<file path="config.mk">
export PLATFORM = sky130hd
export DESIGN_NAME = gray_conv_pipe
export DESIGN_NICKNAME = d
export VERILOG_FILES = /design/src/rtl/gray_conv_pipe.sv
export SDC_FILE = /design/constraint.sdc
export NUM_CORES = 1
export LEC_CHECK = 0
export ABC_AREA = 0
export ABC_CLOCK_PERIOD_IN_PS = 2650
export CAP_MARGIN = 30
export CORE_UTILIZATION = 36
export CTS_BUF_LIST = sky130_fd_sc_hd__clkbuf_16
export DETAILED_ROUTE_END_ITERATION = 16
export GPL_ROUTABILITY_DRIVEN = 0
export GPL_TIMING_DRIVEN = 0
export PLACE_DENSITY = 0.63
export REMOVE_ABC_BUFFERS = 1
export SETUP_SLACK_MARGIN = 0.4
export SLEW_MARGIN = 20
export SYNTH_ARGS = -nofsm -noshare
export SYNTH_HDL_FRONTEND = slang
export SYNTH_SLANG_ARGS = --single-unit
</file>
<file path="constraint.sdc">
create_clock -name clk -period 2.65 [get_ports clk]
set_input_delay 0.6625 -clock clk [delete_from_list [all_inputs] [get_ports clk]]
set_output_delay 0.6625 -clock clk [all_outputs]
set_load 0.05 [all_outputs]
</file>
<file path="src/rtl/gray_conv_pipe.sv">
// Two-stage Gray<->binary stream converter with per-word direction and Gray adjacency checking.
// Latency 2 edges; in_ready drops only when both stages are full and out_ready is low.
module gray_conv_pipe #(
  parameter int WIDTH = 4,
  parameter int ERRW  = 8
) (
  input  logic             clk,
  input  logic             rst_n,
  input  logic             in_valid,
  output logic             in_ready,
  input  logic [WIDTH-1:0] in_data,
  input  logic             in_mode,
  input  logic             clr_hist,
  output logic             out_valid,
  input  logic             out_ready,
  output logic [WIDTH-1:0] out_data,
  output logic             out_mode,
  output logic             out_err,
  output logic [ERRW-1:0]  err_cnt
);

  typedef struct packed {
    logic [WIDTH-1:0] dat;
    logic             mode;
    logic             err;
  } stage_t;

  localparam logic [WIDTH-1:0] ONE     = {{(WIDTH-1){1'b0}}, 1'b1};
  localparam logic [ERRW-1:0]  CNT_MAX = {ERRW{1'b1}};

  function automatic logic [WIDTH-1:0] g2b(input logic [WIDTH-1:0] g);
    logic [WIDTH-1:0] b;
    b = '0;
    b[WIDTH-1] = g[WIDTH-1];
    for (int i = WIDTH - 2; i >= 0; i--) b[i] = b[i+1] ^ g[i];
    return b;
  endfunction

  function automatic logic [WIDTH-1:0] b2g(input logic [WIDTH-1:0] b);
    return b ^ (b >> 1);
  endfunction

  stage_t           s1_q;
  logic             s1_valid;
  logic             s2_valid;
  logic             s2_load;
  logic             in_fire;
  logic [WIDTH-1:0] hist_data;
  logic             hist_vld;
  logic [WIDTH-1:0] diff;
  logic             multi_bit;
  logic             in_err;

  assign s2_load   = !s2_valid || out_ready;
  assign in_ready  = rst_n && (!s1_valid || s2_load);
  assign in_fire   = in_valid && in_ready;
  assign out_valid = s2_valid;

  // Clearing the lowest set bit leaves something only when two or more bits differ.
  assign diff      = in_data ^ hist_data;
  assign multi_bit = |(diff & (diff - ONE));
  assign in_err    = !in_mode && hist_vld && !clr_hist && multi_bit;

  always_ff @(posedge clk or negedge rst_n) begin
    if (!rst_n) begin
      s1_valid <= 1'b0;
      s1_q     <= '0;
    end else if (in_fire) begin
      s1_valid <= 1'b1;
      s1_q     <= '{dat: in_data, mode: in_mode, err: in_err};
    end else if (s2_load) begin
      s1_valid <= 1'b0;
    end
  end

  always_ff @(posedge clk or negedge rst_n) begin
    if (!rst_n) begin
      s2_valid <= 1'b0;
      out_data <= '0;
      out_mode <= 1'b0;
      out_err  <= 1'b0;
    end else if (s2_load) begin
      s2_valid <= s1_valid;
      if (s1_valid) begin
        out_data <= s1_q.mode ? b2g(s1_q.dat) : g2b(s1_q.dat);
        out_mode <= s1_q.mode;
        out_err  <= s1_q.err;
      end
    end
  end

  // An accepted G2B word always becomes the history, even when clr_hist arrives with it.
  always_ff @(posedge clk or negedge rst_n) begin
    if (!rst_n) begin
      hist_data <= '0;
      hist_vld  <= 1'b0;
    end else if (in_fire && !in_mode) begin
      hist_data <= in_data;
      hist_vld  <= 1'b1;
    end else if (clr_hist) begin
      hist_vld  <= 1'b0;
    end
  end

  always_ff @(posedge clk or negedge rst_n) begin
    if (!rst_n) begin
      err_cnt <= '0;
    end else if (in_fire && in_err && (err_cnt != CNT_MAX)) begin
      err_cnt <= err_cnt + 1'b1;
    end
  end

endmodule

</file>
# Word level (Yosys, flattened, before mapping)
# Cells that the tools add are included.
# op_classes
n_addsub	2
eq_ne	1
n_mux	5
n_bitwise	6
reduce_logical	18
# op_table
operator	n
adder 8 x 1 -> 8 bit (second input constant)	1
logical AND 1 bit	8
!= test 8 bit (second input constant)	1
AND 4 bit	1
zero test 1 bit	4
2-to-1 mux 1 bit	4
2-to-1 mux 4 bit	1
nonzero test 2 bit	2
OR reduction 4 bit	1
subtractor 4 x 1 -> 4 bit (second input constant)	1
bitwise XOR 4 x 3 -> 4 bit	1
bitwise XOR 4 bit	1
bitwise XOR 1 bit	3
logical OR 1 bit	2
AND reduction 2 bit	1
# totals
regBits	27
in_bits	10
out_inout_bits	16
elab_cells	43

# Depth between registers and ports, before layout
# logic_depth
ltp_word	7
ltp_mapped	6
mapped_depth_nobuf	6

# Worst setup path after synthesis
# OpenSTA, ideal clock, no wires.
# synth_path
path_kind	reg2reg
startpoint	register err_cnt[0]
endpoint	register err_cnt[1]
setup_time_ns	0.125
arrival_ns	1.874
required_ns	2.525
slack_ns	0.652
path_stages_with_launch	6
path_buffers	0
period_less_slack_ns	1.998
cell_sequence	dfrtp_1 -> ha_1 -> and3_1 -> and3_1 -> nor4_4 -> mux2_2
# synth_via
elab_chain_len	2
word_cells_on_any_way	3
cone_classes	add/sub (1); eq/ne (1); reduce/logical (1)
# synth_rtl
element	line_no	source
start: declaration	19	output logic [ERRW-1:0] err_cnt
start signal: assignment	109	err_cnt <= err_cnt + 1'b1;
parallel branches: the longest is 2 deep, another holds adder 8 x 1 -> 8 bit	n/a	
# Parallel ways; which one is timed is not known.
# A chain may end at the register's enable or synchronous reset.

# Final worst setup path
# layout_path
startpoint	register err_cnt[4]
endpoint	output err_cnt[4]
# No word-level cell between the ends.

==> results by group <==
Pwr
  • Switching power total: 0.435 mW
  • PD cells: 781 nW/um^2
  • Comb pwr share: 0.325
  • Max VDD drop: 370 uV
  • Leakage Power: 0.745 nW
  • Flop pwr share: 0.416
  • Switch share: 0.339
  • Clk pwr share: 0.259
  • Internal power: 0.850 mW

Detailed routing
  • Vias: 810
  • Final wirelength: 2150 um
  • Via/cell ratio: 4.68
  • WL/cell: 12.4 um
  • DRT iter0 DRCs: 27
  • Remaining DRCs: 0
  • DRT Pass-1 Iters: 4
  • Antenna-violating nets left: 0

Synthesis
  • Cell count after synthesis: 98
  • Post-synthesis simple-gate area fraction: 0.156
  • Cell variety after synth: 23
  • Post-synth top area share: 0.562
  • Adder-Cell Fraction of Synth Area: 0.0104
  • Yosys warns: 0
  • Synth top area cells: dfrtp_1 (56%), mux2_2 (11%), xnor2_1 (5.1%)
  • Largest family of logic cells by synthesized area: simple AND/OR/NAND/NOR gates
  • Synth area leader: dfrtp_1
  • Register area share after synthesis: 0.562
  • Post-synthesis mux area share: 0.121
  • Avg Synthesized Cell Area: 12.3 sq um
  • Post-synthesis compound-gate area fraction: 0.0395
  • Post-Syn Area: 1200 sq um
  • #FFs+latches synth: 27
  • Xor/xnor share of the synthesized area: 0.102

Global route
  • Largest net degree at the start of global routing: 30
  • Global-route wire length before repair: 3640 um
  • Vias in the first global route: 800
  • Global route overflow: 0
  • Global Route Usage Sum: 0.141
  • Initial antenna violation count: 0

STA
  • Tmin final: 2.17 ns
  • Final Hold Fails: 0
  • Setup repair after global routing missed its margin: no
  • Final Max Slew Viols: 0
  • Maximum clock rate: 0.460 GHz
  • Fin Clk Skew: 0.00246 ns
  • Period utilization: 0.820
  • Setup TNS: 0 ns
  • Final worst setup slack: 0.477 ns
  • Worst slew margin: 0.669
  • Worst-margin pin slew: 0.495 ns
  • Final setup fails: 0

Setup path
  • Worst setup EP type: primary output
  • CP cell instances: clkdlybuf4s50_1
  • CP Max Fanout: 5
  • WS Path Type: flip-flop to primary output
  • Critical-path top delay cell: clkdlybuf4s50_1
  • WP data required: 1.99 ns
  • Critical path startpoint category: flip-flop
  • CP top delay family: buffers and inverters
  • CP Buf/Inv Count: 1
  • Slowest cell delay on critical path: 0.83 ns
  • Data arrival, critical path: 1.51 ns

Clock network
  • Clock Path Buffers: 2
  • Clk_lat worst skew: 0.26 ns
  • Max H-tree Level: 1
  • Clock transition at path regs: 0.06 ns
  • TritonCTS clock tree: built
  • Num CTS Buffers: 3
  • Hold buffer count at CTS: 0
  • Sink Count: 27
  • Clock root buffer: clkbuf_16

Worst hold path
  • Worst Hold Class: input pin to asynchronous set/reset pin

Place
  • Worst slack, placed: -0.260 ns
  • Dpl hpwl: 1590 um
  • Cell Area, Placed: 1500 sq um
  • Number of port buffers: 25
  • Placed insts: 166

Final layout
  • Number of fill cells: 296
  • Finished Cell Area: 1650 sq um
  • Share of cells above drive strength 1: 0.225
  • Sequential Area: 676 sq um
  • Nets@finish: 141
  • Area delta synth->final: 36.8%
  • Multi-input logic area: 551 sq um
  • Non-Filler Instances: 173
  • Antenna diodes: 0

Job
  • Max-Cap Viols: 0

Floorplan
  • Core area: 3100 sq um
  • Die Wd: 59.8 um
  • Core Rows: 20
  • Initial core utilization: 0.387
  • Die Span Y: 59.8 um
  • Die ar.: 3570 sq um
  • I/O pins: 26

Run status
  • Run status: completed
[worst paths after layout]
kind	slack (ns)	depth (start not counted)	from	end
max	0.48	1	err_cnt[4]	err_cnt[4]
min	0.31	1	rst_n	s1_q[5]
max reg2reg	0.71	6	err_cnt[0]	err_cnt[1]
min reg2reg	0.48	1	s1_q[0]	s1_q[0]
max in group asynchronous	2.09	1	rst_n	out_data[2]
min in group clk	0.48	1	s1_q[0]	s1_q[0]
[sequential cells by signal, summed over array words and instances, names as in the netlist]
signal / cells
out_err: 1
out_data: 4
s1_q: 6
hist_data: 4
hist_vld: 1
s1_valid: 1
out_valid: 1
err_cnt: 8
out_mode: 1
[power by group through the flow]
stage / Sequential, mW / Clock (mW) / Combinational (mW)
2_1_floorplan: 0.681 / 0 / 0.125
3_3_place_gp: 0.535 / 0 / 0.400
3_5_place_dp: 0.541 / 0 / 0.404
4_1_cts: 0.533 / 0.352 / 0.408
5_1_grt: 0.545 / 0.362 / 0.447
6_report: 0.535 / 0.333 / 0.417
[synthesized netlist by cell type]
cell and count:
nor2_1 2, and3_1 5, nand2_1 11, o21ai_0 4, a21o_1 1, nor2b_1 3, nand3b_1 1, nand4_1 4
mux2_2 12, xor2_1 7, dfrtp_1 27, xnor2_1 7, a21oi_1 1, nor4_4 1, nand2b_1 2, or2_2 1
inv_1 2, and2_1 1, mux2i_1 1, clkbuf_1 1, nor3_2 1, ha_1 1, a211oi_1 2
[cells by family after synthesis]
| kind of cell | Yosys count |
|---|---|
| buf+inv | 3 |
| compound gates | 8 |
| fa+ha+maj | 1 |
| xor+xnor | 14 |
| mux | 13 |
| simple gates | 32 |
| flops | 27 |
[layout by cell type, fill, tap and decap left out, types with 2 or more instances in the layout]
master,netlist,layout
nand2b_1,2,2
nand4_1,4,4
nor2b_1,3,3
clkdlybuf4s50_1,0,22
buf_4,0,4
xor2_2,0,3
clkbuf_16,0,3
inv_1,2,3
nor2_1,2,2
and3_1,5,5
nand2_1,11,11
xor2_1,7,4
a211oi_2,0,2
o21ai_0,4,4
dfrtp_1,27,27
mux2_2,12,12
xnor2_1,7,7
[worst register-to-register path, stage by stage (launching register included)]
cell,delay (ns)
dfrtp_1,0.41
ha_1,0.22
and3_1,0.22
and3_1,0.21
nor4_4,0.26
buf_4,0.18
mux2_2,0.33
[cell type report]
class / instances / share of cell area
multi-input cells: 68 / 0.335
flip-flops and latches: 27 / 0.411
repair buffers: 28 / 0.169
well taps: 44 / 0.0335
clock inverters: 1 / 0.00228
inverters: 2 / 0.00456
clock buffers: 3 / 0.0456
[per-layer routing]
| layer | global-route usage | part of all wire | vias to the layer above |
|---|---|---|---|
| met3 | 0.0346 | 0.031 | 5 |
| met4 | 0.0797 | 0.025 | 0 |
| li1 | - | - | 395 |
| met1 | 0.178 | 0.45 | 394 |
| met2 | 0.221 | 0.49 | 16 |
| met5 | 0 | 0 | - |
[per-stage QoR]
| step | util | hold slack [ns] | power, mW |
|---|---|---|---|
| finish | 0.530 | 0.308 | 1.28 |
| global route | 0.530 | 0.340 | 1.36 |
| CTS | 0.509 | 0.314 | 1.29 |
| detailed placement | 0.483 | 0.471 | 0.945 |
| global placement | 0.485 | 0.455 | 0.935 |
| floorplan | - | 0.367 | 0.806 |
[what timing repair did]
item                                    in CTS  in global routing
setup buffers                                0                  3
resized for setup                            7                 10
gates cloned                                 0                  0
endpoints found under the setup margin       7                  6
pin swaps                                    0                  1
No activity file was read; power rests on OpenSTA's default activity.
